## config.mk

```make
export PLATFORM = sky130hd
export DESIGN_NAME = padring_cfg_ctrl_flat
export DESIGN_NICKNAME = d
export VERILOG_FILES = /design/src/rtl/padring_cfg_pkg.sv /design/src/rtl/padring_cfg_ctrl_if.sv /design/src/rtl/padring_cfg_bank.sv /design/src/rtl/padring_cfg_ctrl.sv /design/src/flat_wrapper.sv
export SDC_FILE = /design/constraint.sdc
export NUM_CORES = 2
export LEC_CHECK = 0
export ABC_AREA = 0
export CAP_MARGIN = 20
export CORE_AREA = 4 4 379 381
export CTS_CLUSTER_DIAMETER = 40
export DETAILED_ROUTE_END_ITERATION = 6
export DIE_AREA = 0 0 383 385
export HOLD_SLACK_MARGIN = 0.12
export PLACE_DENSITY_LB_ADDON = 0.2
export SLEW_MARGIN = 15
export SYNTH_ARGS = -nofsm -noshare
export SYNTH_HDL_FRONTEND = slang
export SYNTH_HIERARCHICAL = 1
export SYNTH_SLANG_ARGS = --single-unit
```

## constraint.sdc

```tcl
create_clock -name clk -period 13.95 [get_ports clk]
set_input_delay 2.0925 -clock clk [delete_from_list [all_inputs] [get_ports clk]]
set_output_delay 2.0925 -clock clk [all_outputs]
set_load 0.01 [all_outputs]
```

## src/rtl/padring_cfg_pkg.sv

```systemverilog
// padring_cfg_pkg: side encodings, FSM states and width helpers shared by padring_cfg_ctrl and its bench
package padring_cfg_pkg;
  typedef enum logic [1:0] {SIDE_NO, SIDE_EA, SIDE_SO, SIDE_WE} side_e;
  typedef enum logic [1:0] {S_IDLE, S_SCAN, S_SETTLE, S_DONE} state_e;
  function automatic int ptr_w(input int ngpio);
    return $clog2(4 * ngpio);
  endfunction
  function automatic int cnt_w(input int settle);
    return settle < 2 ? 1 : $clog2(settle);
  endfunction
endpackage

```

## src/rtl/padring_cfg_ctrl_if.sv

```systemverilog
// padring_cfg_ctrl_if: shadow write port (req_*) plus commit/busy/done/err/err_clr between requester (master) and controller (slave)
interface padring_cfg_ctrl_if #(
  parameter int CFGW  = 8,
  parameter int TECHW = 18
);
  logic             req_valid;
  logic             req_ready;
  logic [1:0]       req_side;
  logic [3:0]       req_pad;
  logic [CFGW-1:0]  req_cfg;
  logic [TECHW-1:0] req_tech;
  logic             commit;
  logic             busy;
  logic             done;
  logic             err;
  logic             err_clr;
  modport master (
    output req_valid, req_side, req_pad, req_cfg, req_tech, commit, err_clr,
    input  req_ready, busy, done, err
  );
  modport slave (
    input  req_valid, req_side, req_pad, req_cfg, req_tech, commit, err_clr,
    output req_ready, busy, done, err
  );
endinterface

```

## src/rtl/padring_cfg_bank.sv

```systemverilog
// padring_cfg_bank: one padring side; wr_* loads shadow+dirty, ap_* copies shadow to packed live_cfg/live_tech and clears dirty
module padring_cfg_bank #(
  parameter int               NGPIO      = 9,
  parameter int               CFGW       = 8,
  parameter int               TECHW      = 18,
  parameter logic [CFGW-1:0]  RESET_CFG  = '0,
  parameter logic [TECHW-1:0] RESET_TECH = '0
) (
  input  logic                   clk,
  input  logic                   nreset,
  input  logic                   wr_en,
  input  logic [3:0]             wr_pad,
  input  logic [CFGW-1:0]        wr_cfg,
  input  logic [TECHW-1:0]       wr_tech,
  input  logic                   ap_en,
  input  logic [3:0]             ap_pad,
  output logic [NGPIO-1:0]       dirty,
  output logic [NGPIO*CFGW-1:0]  live_cfg,
  output logic [NGPIO*TECHW-1:0] live_tech
);
  logic [CFGW-1:0]  sh_cfg  [NGPIO];
  logic [TECHW-1:0] sh_tech [NGPIO];
  always_ff @(posedge clk or negedge nreset)
    if (!nreset) begin
      dirty     <= '0;
      live_cfg  <= {NGPIO{RESET_CFG}};
      live_tech <= {NGPIO{RESET_TECH}};
      for (int p = 0; p < NGPIO; p++) begin
        sh_cfg[p]  <= RESET_CFG;
        sh_tech[p] <= RESET_TECH;
      end
    end else begin
      for (int p = 0; p < NGPIO; p++) begin
        if (wr_en && int'(wr_pad) == p) begin
          sh_cfg[p]  <= wr_cfg;
          sh_tech[p] <= wr_tech;
          dirty[p]   <= 1'b1;
        end
        if (ap_en && int'(ap_pad) == p) begin
          live_cfg[p*CFGW +: CFGW]    <= sh_cfg[p];
          live_tech[p*TECHW +: TECHW] <= sh_tech[p];
          dirty[p]                    <= 1'b0;
        end
      end
    end
endmodule

```

## src/rtl/padring_cfg_ctrl.sv

```systemverilog
// padring_cfg_ctrl: sequenced padring config; bus=write port+commit/busy/done/err, *_cfg/*_tech_cfg=live per-side words, one pad applied per slot then SETTLE idle cycles
module padring_cfg_ctrl
  import padring_cfg_pkg::*;
#(
  parameter int               NGPIO      = 9,
  parameter int               CFGW       = 8,
  parameter int               TECHW      = 18,
  parameter int               SETTLE     = 4,
  parameter logic [CFGW-1:0]  RESET_CFG  = '0,
  parameter logic [TECHW-1:0] RESET_TECH = '0
) (
  input  logic                   clk,
  input  logic                   nreset,
  padring_cfg_ctrl_if.slave      bus,
  output logic [NGPIO*CFGW-1:0]  no_cfg,
  output logic [NGPIO*CFGW-1:0]  ea_cfg,
  output logic [NGPIO*CFGW-1:0]  so_cfg,
  output logic [NGPIO*CFGW-1:0]  we_cfg,
  output logic [NGPIO*TECHW-1:0] no_tech_cfg,
  output logic [NGPIO*TECHW-1:0] ea_tech_cfg,
  output logic [NGPIO*TECHW-1:0] so_tech_cfg,
  output logic [NGPIO*TECHW-1:0] we_tech_cfg
);
  localparam int NSLOT = 4 * NGPIO;
  localparam int PW    = ptr_w(NGPIO);
  localparam int CW    = cnt_w(SETTLE);
  state_e                 state, state_n;
  logic [PW-1:0]          ptr, ptr_n;
  logic [CW-1:0]          cnt, cnt_n;
  logic [NSLOT-1:0]       dirty;
  logic [NGPIO*CFGW-1:0]  cfg_q  [4];
  logic [NGPIO*TECHW-1:0] tech_q [4];
  logic                   wr_ok, bad_wr, ap_en, last, err_q;
  logic [1:0]             ap_side;
  logic [3:0]             ap_pad;
  assign bus.req_ready = state == S_IDLE;
  assign bus.busy      = state != S_IDLE;
  assign bus.done      = state == S_DONE;
  assign bus.err       = err_q;
  assign wr_ok   = bus.req_valid && bus.req_ready && int'(bus.req_pad) < NGPIO;
  assign bad_wr  = bus.req_valid && bus.req_ready && int'(bus.req_pad) >= NGPIO;
  assign ap_side = 2'(int'(ptr) / NGPIO);
  assign ap_pad  = 4'(int'(ptr) % NGPIO);
  assign last    = int'(ptr) == NSLOT - 1;
  for (genvar i = 0; i < 4; i++) begin : g_bank
    padring_cfg_bank #(
      .NGPIO(NGPIO), .CFGW(CFGW), .TECHW(TECHW), .RESET_CFG(RESET_CFG), .RESET_TECH(RESET_TECH)
    ) u_bank (
      .clk      (clk),
      .nreset   (nreset),
      .wr_en    (wr_ok && bus.req_side == 2'(i)),
      .wr_pad   (bus.req_pad),
      .wr_cfg   (bus.req_cfg),
      .wr_tech  (bus.req_tech),
      .ap_en    (ap_en && ap_side == 2'(i)),
      .ap_pad   (ap_pad),
      .dirty    (dirty[i*NGPIO +: NGPIO]),
      .live_cfg (cfg_q[i]),
      .live_tech(tech_q[i])
    );
  end
  assign no_cfg      = cfg_q[SIDE_NO];
  assign ea_cfg      = cfg_q[SIDE_EA];
  assign so_cfg      = cfg_q[SIDE_SO];
  assign we_cfg      = cfg_q[SIDE_WE];
  assign no_tech_cfg = tech_q[SIDE_NO];
  assign ea_tech_cfg = tech_q[SIDE_EA];
  assign so_tech_cfg = tech_q[SIDE_SO];
  assign we_tech_cfg = tech_q[SIDE_WE];
  always_ff @(posedge clk or negedge nreset)
    if (!nreset) begin
      state <= S_IDLE;
      ptr   <= '0;
      cnt   <= '0;
      err_q <= 1'b0;
    end else begin
      state <= state_n;
      ptr   <= ptr_n;
      cnt   <= cnt_n;
      err_q <= bad_wr ? 1'b1 : bus.err_clr ? 1'b0 : err_q;
    end
  always_comb begin
    state_n = state;
    ptr_n   = ptr;
    cnt_n   = cnt;
    ap_en   = 1'b0;
    case (state)
      S_IDLE: if (bus.commit) begin
        state_n = S_SCAN;
        ptr_n   = '0;
      end
      S_SCAN: begin
        ap_en = dirty[ptr];
        if (dirty[ptr] && SETTLE > 0) begin
          state_n = S_SETTLE;
          cnt_n   = CW'(SETTLE - 1);
        end else begin
          state_n = last ? S_DONE : S_SCAN;
          ptr_n   = ptr + 1'b1;
        end
      end
      S_SETTLE: if (cnt == '0) begin
        state_n = last ? S_DONE : S_SCAN;
        ptr_n   = ptr + 1'b1;
      end else cnt_n = cnt - 1'b1;
      default: state_n = S_IDLE;
    endcase
  end
endmodule

```

## src/flat_wrapper.sv

```systemverilog
// flat-port wrapper written by rule: the top's interface ports become plain ports
module padring_cfg_ctrl_flat import padring_cfg_pkg::*;
#(
  parameter int               NGPIO      = 9,
  parameter int               CFGW       = 8,
  parameter int               TECHW      = 18,
  parameter int               SETTLE     = 4,
  parameter logic [CFGW-1:0]  RESET_CFG  = '0,
  parameter logic [TECHW-1:0] RESET_TECH = '0
)
  (clk, nreset, no_cfg, ea_cfg, so_cfg, we_cfg, no_tech_cfg, ea_tech_cfg, so_tech_cfg, we_tech_cfg, bus_req_valid, bus_req_side, bus_req_pad, bus_req_cfg, bus_req_tech, bus_commit, bus_err_clr, bus_req_ready, bus_busy, bus_done, bus_err);
  padring_cfg_ctrl_if #(.CFGW(CFGW), .TECHW(TECHW)) bus_i ();
  input  logic clk;
  input  logic nreset;
  output logic [NGPIO*CFGW-1:0] no_cfg;
  output logic [NGPIO*CFGW-1:0] ea_cfg;
  output logic [NGPIO*CFGW-1:0] so_cfg;
  output logic [NGPIO*CFGW-1:0] we_cfg;
  output logic [NGPIO*TECHW-1:0] no_tech_cfg;
  output logic [NGPIO*TECHW-1:0] ea_tech_cfg;
  output logic [NGPIO*TECHW-1:0] so_tech_cfg;
  output logic [NGPIO*TECHW-1:0] we_tech_cfg;
  input wire logic [$bits(bus_i.req_valid)-1:0] bus_req_valid;
  input wire logic [$bits(bus_i.req_side)-1:0] bus_req_side;
  input wire logic [$bits(bus_i.req_pad)-1:0] bus_req_pad;
  input wire logic [$bits(bus_i.req_cfg)-1:0] bus_req_cfg;
  input wire logic [$bits(bus_i.req_tech)-1:0] bus_req_tech;
  input wire logic [$bits(bus_i.commit)-1:0] bus_commit;
  input wire logic [$bits(bus_i.err_clr)-1:0] bus_err_clr;
  output wire logic [$bits(bus_i.req_ready)-1:0] bus_req_ready;
  output wire logic [$bits(bus_i.busy)-1:0] bus_busy;
  output wire logic [$bits(bus_i.done)-1:0] bus_done;
  output wire logic [$bits(bus_i.err)-1:0] bus_err;
  assign bus_i.req_valid = bus_req_valid;
  assign bus_i.req_side = bus_req_side;
  assign bus_i.req_pad = bus_req_pad;
  assign bus_i.req_cfg = bus_req_cfg;
  assign bus_i.req_tech = bus_req_tech;
  assign bus_i.commit = bus_commit;
  assign bus_i.err_clr = bus_err_clr;
  assign bus_req_ready = bus_i.req_ready;
  assign bus_busy = bus_i.busy;
  assign bus_done = bus_i.done;
  assign bus_err = bus_i.err;
  padring_cfg_ctrl #(.NGPIO(NGPIO), .CFGW(CFGW), .TECHW(TECHW), .SETTLE(SETTLE), .RESET_CFG(RESET_CFG), .RESET_TECH(RESET_TECH)) u_core (.clk(clk), .nreset(nreset), .bus(bus_i), .no_cfg(no_cfg), .ea_cfg(ea_cfg), .so_cfg(so_cfg), .we_cfg(we_cfg), .no_tech_cfg(no_tech_cfg), .ea_tech_cfg(ea_tech_cfg), .so_tech_cfg(so_tech_cfg), .we_tech_cfg(we_tech_cfg));
endmodule
```

## After elaboration in Yosys (flattened, before gate mapping)

Cells that the tools add are included.

- Register bits after elaboration: 1919
- Bits of input ports: 37
- Output and inout port bits: 940
- Logic and storage cells: 443

- $add $sub $neg: 2
- Divide/modulo/power cells: 2
- Order comparisons: 3
- Equal/unequal tests: 31
- Mux-type cells: 89
- Reductions and logical operators: 132

Operators by type and width:

| kind | count |
|---|---|
| $logic_and A1 B1 Y1 | 83 |
| $reduce_bool A2 Y1 | 39 |
| $mux W1 | 76 |
| $eq A4 B4 Y1 const B | 10 |
| $div A7 B5 Y32 const B | 1 |
| $mod A7 B5 Y32 const B | 1 |
| $mux W6 | 3 |
| $pmux W6 S3 | 1 |
| $eq A4 B3 Y1 const B | 4 |
| $eq A2 B2 Y1 const B | 6 |
| $mux W2 | 6 |
| $eq A4 B2 Y1 const B | 2 |
| $logic_not A2 Y1 | 4 |
| $logic_not A4 Y1 | 2 |
| $lt A6 B7 Y1 const B | 1 |
| $add A6 B1 Y6 const B | 1 |
| $bmux W1 S6 | 1 |
| $eq A2 B1 Y1 const B | 3 |
| $eq A6 B6 Y1 const B | 1 |
| $ne A2 B2 Y1 const B | 3 |
| $pmux W2 S3 | 1 |
| $ge A4 B4 Y1 const B | 1 |
| $lt A4 B4 Y1 const B | 1 |
| $ne A2 B1 Y1 const B | 2 |
| 6 further kinds | 6 |

## Logic depth before layout (Yosys ltp)

- Depth after elaboration: 7
- Depth in mapped cells: 21
- Mapped depth without buffers: 16

## Hierarchy

The synthesis kept the hierarchy.

Modules (own cells, without submodules):

| module | instances | cells an instance | area each (um^2) | sequential area each (um^2) |
|---|---|---|---|---|
| padring_cfg_bank | 4 | 1033 | 17912.2 | 11936.4 |
| padring_cfg_ctrl | 1 | 199 | 1605.3 | 275.3 |

## Least setup slack after synthesis

No wires, ideal clock.

- Path type: reg-to-reg
- From: register u_core.ptr[0]
- To: register u_core.g_bank[0].u_bank.live_tech[135]
- Library setup time: 0.125 ns
- Data arrival time: 4.934 ns
- Required time: 13.825 ns
- Setup slack: 8.891 ns
- Cell stages (with the launch flop): 22
- Buffers on the path: 6
- Cell sequence: dfrtp_1 -> buf_4 -> buf_12 -> buf_2 -> inv_1 -> ha_1 -> and3b_1 -> a221o_1 -> nor2_1 -> xnor2_1 -> ha_1 -> nand2b_1 -> a21oi_1 -> o221ai_2 -> o21ai_1 -> xor2_1 -> and3b_1 -> buf_6 -> and3_4 -> buf_6 -> buf_6 -> mux2_4

- Elaborated cells between the ends (all ways): 9
- Those cells by class: 2 x div; 1 x eq/ne; 3 x mux; 3 x reduce/logical

RTL lines:

| element | RTL line | text |
|---|---|---|
| start, declared | padring_cfg_ctrl.sv:28 | `logic [PW-1:0] ptr, ptr_n;` |
| start signal, assigned | padring_cfg_ctrl.sv:78 | `ptr <= ptr_n;` |
| $mod A7 B5 Y32 | padring_cfg_ctrl.sv:43 | `assign ap_pad = 4'(int'(ptr) % NGPIO);` |
| via u_core.ap_pad[3] | padring_cfg_ctrl.sv:35 | `logic [3:0] ap_pad;` |
| $eq A4 B4 Y1 | padring_cfg_bank.sv:39 | `if (ap_en && int'(ap_pad) == p) begin` |
| $logic_and A1 B1 Y1 | padring_cfg_bank.sv:39 |  |
| end signal, assigned | padring_cfg_bank.sv:27 | `live_tech <= {NGPIO{RESET_TECH}};` |
| end signal, assigned by index | padring_cfg_bank.sv:41 | `live_tech[p*TECHW +: TECHW] <= sh_tech[p];` |
| end, declared | padring_cfg_bank.sv:19 | `output logic [NGPIO*TECHW-1:0] live_tech` |

The timed path passes the listed nets, and every way through them passes these cells. The select of a mux whose other input is x is not followed.
A chain may end at the register's enable or synchronous reset.

## Final worst setup path

- From: register u_core.ptr[3]
- To: register u_core.g_bank[2].u_bank.live_tech[41]

- Elaborated cells between the ends (all ways): 9
- Those cells by class: 2 x div; 2 x eq/ne; 3 x mux; 2 x reduce/logical

RTL lines:

| element | RTL line |
|---|---|
| $mod A7 B5 Y32 | padring_cfg_ctrl.sv:43 |
| via u_core.ap_pad[1] | padring_cfg_ctrl.sv:35 |
| $eq A4 B3 Y1 | padring_cfg_bank.sv:39 |
| $logic_and A1 B1 Y1 | padring_cfg_bank.sv:39 |
| end signal, assigned | padring_cfg_bank.sv:27 |
| end signal, assigned by index | padring_cfg_bank.sv:41 |
| end, declared | padring_cfg_bank.sv:19 |

The timed path passes the listed nets, and every way through them passes these cells. The select of a mux whose other input is x is not followed.

==> results.yml <==
status:
  status: "completed"
power:
  combPwrFrac_pct: 8.7
  pwr-share-clk_pct: 45.9
  p_leak_nw: 46.15
  ir_drop_v: 0.0001134
  swShare_pct: 24.28
  total_power_mw: 13.49
  p_seq_share_pct: 45.4
  p_int_mw: 10.21
  power_density_mw_per_mm2: 145.3
  switching_power_mw: 3.274
sta:
  fmax_mhz: 171.2
  period_minus_slack_ns: 5.840
  fin_tns_setup_ns: 0
  slew_viol_final: 0
  fin_crit_sh_pct: 41.86
  slew_headroom_pct: 22.92
  hold_viol: 0
  fin_worst_skew_ns: 0.05203
  fin_ws_ns: 8.110
  worst_pin_slew_ns: 1.153
  rsz0062_at_grt: "false"
  setup_violations: 0
routing:
  detail_route.wl_per_cell_um: 28.38
  postRouteAntennaNets: 0
  drtPass1Iterations: 5
  drtIter0Drc: 2620
  totalWireLength_um: 213700
  drc: 0
  vias: 41760
  viasPerCell: 5.547
placement:
  dp_cells: 7087
  hpwl_um: 132100
  gp_congestion: 0.8378
  post-place-ws_ns: 7.912
  port_buffers: 976
global_routing:
  grt_max_degree: 196
  grt_pass1_vias: 43720
  grt_overflow_total: 0
  grt_pass1_wl_um: 308100
  antenna_found_initial: 19
  grt_use_total_pct: 28.84
clocking:
  cts_made_buffers: 229
  cts_root_buffer: "clkbuf_16"
  clockBufferDepth: 3
  cts_tree: "built"
  postCtsSetupRepairBufs: 0
  htreeDepth: 4
  clkLatencyLatePin_ns: 0.84
  ctsResizeCount: 0
  cts_sinks: 1919
  clkTransAtPathRegs_ns: 0.06
  hold_buffers: 0
logic_synthesis:
  synthCells: 4331
  synth.net_count: 4381
  ys_ff_latch: 1919
  synth_area_mm2: 0.07325
  postSynth.asyncResetShare_pct: 100.0
  ys.warnings.count: 6
  synth_area_per_cell_um2: 16.91
  yosysUniqueCellTypes: 64
  synth-main-ff-cell: "dfrtp_1"
  yosysSeqAreaShare_pct: 65.55
  synth_edf_count: 0
finish:
  syn2layout_area_growth_pct: 26.67
  layout-drive-gt1-share_pct: 43.65
  fin_cells: 7528
  finish.net_count: 5483
setup_path:
  cp.required_ns: 14.66
  cp-endpoint: "u_core/g_bank[2].u_bank/live_tech[41]$_DFFE_PN0P_"
  critical_path_depth: 15
  arrival_ns: 6.55
  critPathLaunchType: "register"
  rr_endpoint: "u_core/g_bank[2].u_bank/live_tech[41]$_DFFE_PN0P_"
  cp_cell_sequence: "or2_2, a21oi_1, ha_1, nand2b_1, a211oi_1, nor2_1, xnor2_1, ha_1, nand2b_1, a21oi_1, o221ai_2, mux2i_2, nor2b_1, nand2_2, mux2_2"
  worstSetupPathType: "register to register"
  ff2ff_path_depth: 15
  timing.rr.start: "u_core/ptr[3]$_DFFE_PN0P_"
  max_stage_delay_ns: 0.87
  end_kind: "register"
  critPathLaunch: "u_core/ptr[3]$_DFFE_PN0P_"
  cpMaxStageDelayCell: "mux2i_2"
  reg2reg_slack_ns: 8.11
  cp_max_fo: 27
  worst-path-buf-inv: 0
  critPathTopFamily: "simple AND/OR/NAND/NOR gates"
floorplan:
  core_mm2: 0.1406
  dieWidth_um: 383
  fp.dieH_um: 385
  rows: 138
  io_pins: 977
  dieArea_mm2: 0.1475
  initial_utilization_pct: 52.12
run:
  max-cap-violations: 0
worst_hold_path:
  worstHoldPathType: "register to register"
## kinds of logic (layout without fill, tap and decap cells)
kind of cell,after synthesis,count (layout),share of synthesized area (%)
other,0,7,0
AOI/OAI and AO/OA,94,94,0.9463
xor gates and xnor gates,6,6,0.07174
and+or+nand+nor,179,179,1.763
DFF,1919,1919,65.55
buffers and inverters,228,1528,2.239
adders and majority gates,13,13,0.2220
muxes,1892,1892,29.20
## cell type report
type | instances | area [um2]
Antenna cell | 7 | 17.52
Clock buffer | 290 | 6345
Clock inverter | 139 | 1754
Fill cell | 10090 | 47760
Inverter | 31 | 116.4
Multi-Input combinational cell | 2184 | 23660
Sequential cell | 1919 | 48020
Tap cell | 1890 | 2365
Timing Repair Buffer | 1068 | 10510
## worst min path at each step
| stage | start | endpoint | slack (ns) | cells past startpoint |
|---|---|---|---|---|
| floorplan | u_core/g_bank[0].u_bank/sh_cfg[31]$_DFFE_PN0P_ | u_core/g_bank[0].u_bank/live_cfg[47]$_DFFE_PN0P_ | 0.46 | 1 |
| global placement | u_core/g_bank[3].u_bank/sh_tech[71]$_DFFE_PN0P_ | u_core/g_bank[3].u_bank/live_tech[107]$_DFFE_PN0P_ | 0.47 | 1 |
| detailed placement | u_core/g_bank[3].u_bank/sh_cfg[31]$_DFFE_PN0P_ | u_core/g_bank[3].u_bank/live_cfg[47]$_DFFE_PN0P_ | 0.48 | 1 |
| CTS | u_core/g_bank[0].u_bank/sh_tech[56]$_DFFE_PN0P_ | u_core/g_bank[0].u_bank/live_tech[92]$_DFFE_PN0P_ | 0.46 | 1 |
| global route | u_core/g_bank[0].u_bank/sh_cfg[16]$_DFFE_PN0P_ | u_core/g_bank[0].u_bank/live_cfg[48]$_DFFE_PN0P_ | 0.49 | 1 |
| finish | u_core/g_bank[0].u_bank/sh_cfg[16]$_DFFE_PN0P_ | u_core/g_bank[0].u_bank/live_cfg[48]$_DFFE_PN0P_ | 0.46 | 1 |
## sequential cells by signal (all words and copies together), names as in the netlist
signal                          cells
u_core/g_bank.u_bank/live_tech    648
u_core/g_bank.u_bank/sh_tech      648
u_core/g_bank.u_bank/live_cfg     288
u_core/g_bank.u_bank/sh_cfg       288
u_core/g_bank.u_bank/dirty         36
u_core/ptr                          6
u_core/cnt                          2
u_core/state                        2
u_core/bus.err                      1
## routing by layer
| layer | GRT usage [%] | vias up | wire [um] |
|---|---|---|---|
| met4 | 13.59 | 4 | 11100 |
| met3 | 8.424 | 376 | 16270 |
| li1 | - | 17690 | - |
| met2 | 46.76 | 1249 | 102900 |
| met1 | 35.83 | 22440 | 83350 |
| met5 | 0 | - | 23 |
## placed cells by master, fill, tap and decap left out, types with 8 or more instances in the layout
cell | synthesis | layout
dfrtp_1 | 1919 | 1919
mux2_2 | 1836 | 1836
clkdlybuf4s50_1 | 0 | 947
clkbuf_16 | 0 | 233
buf_4 | 21 | 80
clkinv_2 | 0 | 41
inv_1 | 31 | 31
clkbuf_8 | 0 | 30
buf_2 | 95 | 28
nand2_1 | 28 | 28
bufinv_16 | 0 | 27
clkbuf_1 | 4 | 27
inv_6 | 0 | 25
a21oi_1 | 23 | 23
mux2_4 | 20 | 20
nor2_1 | 17 | 17
nand2_2 | 17 | 17
a21boi_0 | 17 | 17
mux2i_1 | 17 | 16
mux2_1 | 16 | 16
clkinv_4 | 0 | 15
clkinvlp_4 | 0 | 15
nor2b_1 | 14 | 14
ha_1 | 13 | 13
o21ai_0 | 9 | 9
nand3b_1 | 9 | 9
a2bb2oi_1 | 9 | 9
inv_8 | 0 | 8
nand2b_1 | 8 | 8
and2_1 | 9 | 8
nand4b_2 | 8 | 8
nor3b_4 | 8 | 8
nor3b_2 | 0 | 8
o21ba_2 | 8 | 8
## power by group through the flow
| stage | Sequential, mW | Clock, mW | Combinational [mW] |
|---|---|---|---|
| after floorplan | 6.19 | 0 | 0.592 |
| after global placement | 6.20 | 0 | 1.14 |
| after detailed placement | 6.22 | 0 | 1.17 |
| after CTS | 6.12 | 6.29 | 1.18 |
| after global routing | 6.16 | 6.55 | 1.26 |
| final | 6.12 | 6.19 | 1.17 |
## worst reg2reg max path, delay by kind of cell, from the launching register on
family	cells	cell delay, ns
simple gates	6	1.73
flops	1	0.55
xor+xnor	1	0.32
compound gates	4	1.20
fa+ha+maj	2	0.45
mux	2	1.47
## synthesized netlist by cell type (all sizes together), types with 5 or more instances
library cell	count	area (um2)
nand3b	13	147.6
and3	13	101.3
a2bb2oi	9	78.83
a21oi	23	115.1
nand2	45	211.5
inv	31	116.4
nor2	21	88.83
and3b	5	43.79
o21ai	14	81.33
mux2i	17	170.2
nor3	7	35.03
dfrtp	1919	48020
nor2b	14	87.58
nand4b	8	120.1
o21ba	8	80.08
ha	13	162.7
and2	9	56.30
mux2	1872	21160
nand3	7	35.03
a21boi	17	127.6
nand2b	8	50.05
buf	193	1509
nor3b	19	232.7
## stage by stage
stage               cell area (um2)  hold slack (ns)  util, %
floorplan                     73250           0.4602        -
global placement              84540           0.4684    60.15
finish                        92790           0.4636    66.02
global route                  92780           0.4915    66.01
CTS                           92670           0.4638    65.93
detailed placement            84570           0.4761    60.17
Note: power is estimated with default switching activity, not from simulation.
